===== src/rtl/uart_tx_feeder.sv =====
// Byte FIFO in front of a UART transmitter: the host pushes bursts and the
// feeder hands bytes to the UART one at a time, paced by its busy output.
module uart_tx_feeder #(
  parameter int DATA_WIDTH   = 8,
  parameter int DEPTH        = 16,
  parameter int ADDR_W       = $clog2(DEPTH),
  parameter int BUSY_TIMEOUT = 4
) (
  input  logic                  clk,
  input  logic                  tx_rx_enable,
  input  logic                  wr_en,
  input  logic [DATA_WIDTH-1:0] wr_data,
  output logic                  full,
  output logic                  empty,
  output logic [ADDR_W:0]       count,
  output logic                  overflow,
  output logic                  tx_rx_start,
  output logic [DATA_WIDTH-1:0] tx_data,
  input  logic                  busy,
  output logic                  sent
);

  localparam int TMR_W = $clog2(BUSY_TIMEOUT + 1);
  localparam logic [ADDR_W:0] FULL_CNT = (ADDR_W+1)'(DEPTH);
  localparam logic [TMR_W-1:0] TMR_LAST = TMR_W'(BUSY_TIMEOUT - 1);

  typedef enum logic [1:0] {
    IDLE,
    ISSUE,
    WAIT_BUSY,
    WAIT_DONE
  } state_t;

  state_t                r_state;
  logic [DATA_WIDTH-1:0] r_mem [DEPTH];
  logic [ADDR_W-1:0]     r_wr_ptr;
  logic [ADDR_W-1:0]     r_rd_ptr;
  logic [ADDR_W:0]       r_count;
  logic                  r_full;
  logic                  r_empty;
  logic                  r_overflow;
  logic                  r_start;
  logic                  r_sent;
  logic [DATA_WIDTH-1:0] r_tx_data;
  logic [TMR_W-1:0]      r_timer;

  logic                  w_push;
  logic                  w_pop;
  logic [ADDR_W:0]       w_count_next;

  // Full is the registered flag, so a push while full is refused even when
  // the same edge pops a byte out.
  assign w_push = wr_en & ~r_full;
  assign w_pop  = (r_state == IDLE) & ~r_empty & ~busy;
  assign w_count_next = r_count + {{ADDR_W{1'b0}}, w_push} - {{ADDR_W{1'b0}}, w_pop};

  always_ff @(posedge clk) begin
    if (!tx_rx_enable && w_push) begin
      r_mem[r_wr_ptr] <= wr_data;
    end
  end

  always_ff @(posedge clk) begin
    if (tx_rx_enable) begin
      r_wr_ptr   <= '0;
      r_rd_ptr   <= '0;
      r_count    <= '0;
      r_full     <= 1'b0;
      r_empty    <= 1'b1;
      r_overflow <= 1'b0;
    end else begin
      if (w_push) begin
        r_wr_ptr <= r_wr_ptr + 1'b1;
      end
      if (w_pop) begin
        r_rd_ptr <= r_rd_ptr + 1'b1;
      end
      if (wr_en && r_full) begin
        r_overflow <= 1'b1;
      end
      r_count <= w_count_next;
      r_full  <= (w_count_next == FULL_CNT);
      r_empty <= (w_count_next == '0);
    end
  end

  always_ff @(posedge clk) begin
    if (tx_rx_enable) begin
      r_state   <= IDLE;
      r_start   <= 1'b0;
      r_sent    <= 1'b0;
      r_tx_data <= '0;
      r_timer   <= '0;
    end else begin
      r_start <= 1'b0;
      r_sent  <= 1'b0;
      case (r_state)
        IDLE: begin
          if (w_pop) begin
            r_tx_data <= r_mem[r_rd_ptr];
            r_state   <= ISSUE;
          end
        end
        ISSUE: begin
          r_start <= 1'b1;
          r_timer <= '0;
          r_state <= WAIT_BUSY;
        end
        WAIT_BUSY: begin
          // A UART that finishes before busy is ever seen must not stall us.
          if (busy || (r_timer == TMR_LAST)) begin
            r_state <= WAIT_DONE;
          end else begin
            r_timer <= r_timer + 1'b1;
          end
        end
        WAIT_DONE: begin
          if (!busy) begin
            r_sent  <= 1'b1;
            r_state <= IDLE;
          end
        end
        default: r_state <= IDLE;
      endcase
    end
  end

  assign full        = r_full;
  assign empty       = r_empty;
  assign count       = r_count;
  assign overflow    = r_overflow;
  assign tx_rx_start = r_start;
  assign tx_data     = r_tx_data;
  assign sent        = r_sent;

endmodule


===== config.mk =====
export PLATFORM = sky130hd
export DESIGN_NAME = uart_tx_feeder
export DESIGN_NICKNAME = d
export VERILOG_FILES = /design/src/rtl/uart_tx_feeder.sv
export SDC_FILE = /design/constraint.sdc
export NUM_CORES = 1
export LEC_CHECK = 0
export BUFFER_PORTS_ARGS = -buffer_cell sky130_fd_sc_hd__buf_2
export CORE_AREA = 2 2 111 113
export CTS_CLUSTER_DIAMETER = 150
export DETAILED_ROUTE_END_ITERATION = 10
export DIE_AREA = 0 0 113 115
export PLACE_DENSITY = 0.72
export SKIP_CTS_REPAIR_TIMING = 1
export SLEW_MARGIN = 20
export SYNTH_ARGS = -nofsm -noshare
export SYNTH_HDL_FRONTEND = slang
export SYNTH_SLANG_ARGS = --single-unit

===== constraint.sdc =====
create_clock -name clk -period 3.78 [get_ports clk]
set_input_delay 0.378 -clock clk [delete_from_list [all_inputs] [get_ports clk]]
set_output_delay 0.378 -clock clk [all_outputs]
set_load 0.01 [all_outputs]

==> impl_results.md <==
* Worst hold stages at 3
* Post-route ant nets at 0
* Worst Path Max Fanout at 12
* Critical path, cell by cell: inv_1 -> ha_1 -> or3b_1 -> nand2_1 -> nand2_1 -> ha_1 -> inv_1 -> fa_1 -> xnor2_1 -> or3b_2 -> a2111oi_1
* Clock latency at the later pin of the worst-skew pair at 0.42 ns
* Vias per std cell at 5.84
* Post-Synth XOR/XNOR Area at 1.37%
* Reg2Reg Launch Point: r_state[0]
* Largest family of logic cells by synthesized area: multiplexers
* Core footprint at 0.0118 sq mm
* Layout cells sized above 1 at 23.4%
* Maximum vdd drop at 0.265 mV
* Fin nets at 427
* Critical Path AT at 3.46 ns
* Worst setup path startpoint: r_state[0]
* Post-synthesis cell count at 365
* Number of stages on the worst setup path at 11
* Max transition margin at 31.1%
* Crit path max-delay family: simple AND/OR/NAND/NOR gates
* CTS tree: built
* IO buf count at 29
* Sequential cell area fraction in the yosys report at 69.7%
* Overflow after GRT at 0
* Mean routed wirelength per cell at 20.9 um
* Fin Setup TNS at 0 ns
* Final period utilization at 83.7%
* Synth cell types at 44
* Die Span Y at 115 um
* Slowest cell on the critical path: or3b_1
* Gpl congestion at 0.822
* Vias at 3,253
* WP buf/inv at 2
* Setup crit start kind: flop
* First-pass GRT wire length at 18,400 um
* Antenna cells at 0
* Final worst slack at 0.615 ns
* Adder-Cell Fraction of Synth Area at 3.44%
* Multiplexer share of the synthesized area at 14.4%
* Synth Cell Area at 0.00641 sq mm
* Max Fclk at 316 MHz
* Detail Placement HPWL at 7360 um
* Standard-cell rows at 40
* Fillers at 857
* Pwr per Cell Area at 646 mW/mm^2
* Final hold violations at 0
* Final wirelength at 11,700 um
* FF-to-FF path depth at 11
* Die area at 0.0130 sq mm
* Worst path max stage delay at 0.50 ns
* Largest net degree at the start of global routing at 39
* Top-Level Pins at 30
* RSZ-0062 raised after global routing: no
* Worst hold path type: input port to flop
* Failing checks: DRC
* H-tree levels at 4
* Synth-to-Final Area Change at 13.1%
* Starting Density at 54.2%
* Worst-Margin Slew at 1.03 ns
* Final Max Slew Viols at 0
* CTS Buf Count at 17
* Ys flop type: edfxtp_1
* EDFF count, synth at 128
* Leakage at 2.42 nW
* Final setup fails at 0
* Pre-CTS setup slack at 0.621 ns
* Worst path required time at 4.07 ns
* Critical path type: flop to flop
* Clock transition at path regs at 0.06 ns
* Synth Area in Compound Gates at 3.34%
* Status: complete, but fails checks
* Vias in the first global route at 3,395
* Clock skew at 0.00445 ns
* Sink Count at 159
* DRT Pass-1 Iters at 8
* Syn_area_per_cell at 17.6 sq um
* Syn. warnings at 0
* Syn nets at 394
* Final min period at 3.17 ns
* Chip width at 113 um
* CTS Root Cell: clkbuf_16
* Antenna violations before repair at 0
* Register bit total from synthesis at 159
* Endpoint class of the critical path: flop
* HP Start: wr_en
* CTS Buffer Depth at 2
* Post-synthesis simple-gate area fraction at 5.84%
* Starting DRC count in detailed routing at 327
* Asr flop ratio synth at 0%
* GRT Total Usage at 19.6%
* Number of max-cap violations at 0
* # DRC at 4
## tightest hold or removal path, stage by stage
cell     delay [ns]
buf_2          0.08
a21oi_1        0.06
nor2_1         0.07
## sequential cells by signal (all words and copies together), names as in the netlist, 2 cells and up
name and cells:
r_state 2, r_mem 128, r_timer 3, tx_data 8
count 5, r_wr_ptr 4, r_rd_ptr 4
## cell families (layout without fill, tap and decap cells)
kind of cell	after synthesis	after routing
AOI/OAI and AO/OA	29	29
xor gates and xnor gates	10	10
adders and majority gates	17	17
buffers and inverters	28	73
DFF	159	159
muxes	49	49
and+or+nand+nor	73	73
## synth_stat cells, types with 2 or more instances
cell      number  area, sq um
mux4_2        26          586
clkbuf_1       9         33.8
mux2_2         6         67.6
buf_2          5         25.0
xor2_1         6         52.6
a22oi_1        3         22.5
o22ai_1        6         37.5
buf_4          2         15.0
a21oi_1        7         35.0
mux2i_1       11          110
nand3b_1       4         30.0
nand2_1       11         41.3
or3_1          3         18.8
nand2b_1       4         25.0
nor2_1        31          116
mux4_1         6          158
nand3_1        2         10.0
a22oi_2        3         37.5
xnor2_1        4         35.0
inv_1         10         37.5
nor2b_1        5         31.3
o221ai_1       2         17.5
ha_1          16          200
dfxtp_1       31          621
nor3b_1        3         22.5
nand4_1        2         12.5
edfxtp_1     128         3840
or3b_1         3         26.3
## through the flow
step	utilization (%)	area, sq um	cells	power [mW]	hold slack, ns
CTS	61.4	7250	557	4.72	0.197
global placement	56.5	6670	526	3.02	0.447
finish	61.4	7250	557	4.68	0.207
floorplan	-	6410	365	2.81	0.452
global route	61.4	7250	557	4.89	0.241
detailed placement	56.5	6670	526	3.05	0.468
## cells in the final DEF (no fill, tap or decap), types with 4 or more instances in the layout
cell / n
edfxtp_1: 128
nand2b_1: 4
inv_1: 10
nor2b_1: 5
o22ai_1: 6
clkbuf_16: 17
buf_2: 29
mux2i_1: 11
mux4_2: 26
dfxtp_1: 30
xnor2_1: 4
a21oi_1: 7
mux2_2: 6
xor2_1: 6
nand3b_1: 4
nor2_1: 31
nand2_1: 11
ha_1: 16
mux4_1: 6
## worst paths after layout
path	slack [ns]	to
max	0.61	full
min	0.21	overflow
max reg2reg	0.61	full
min reg2reg	0.48	overflow
## routing by layer
metal | track usage, % | vias up | share of wire [%]
li1 | - | 1495 | -
met1 | 26.3 | 1657 | 44
met2 | 31.1 | 88 | 49
met3 | 5.48 | 13 | 5.4
met4 | 7.56 | 0 | 1.3
met5 | 0 | - | 0
## where the power goes
part,switching (mW),total (mW),internal (mW)
Combinational,0.461,0.911,0.450
Sequential,0.101,2.10,2.00
Clock,0.646,1.68,1.03
## layout make-up
cell class                 count  area (sq um)  area share, %
timing repair buffer          32           168           2.31
clock buffer                  20           437           6.02
inverter                      10          37.5          0.518
clock inverter                11           141           1.95
sequential                   159          4470           61.6
multi-input combinational    178          1820           25.1
tap                          147           184           2.54
Note: power is estimated with default switching activity, not from simulation.
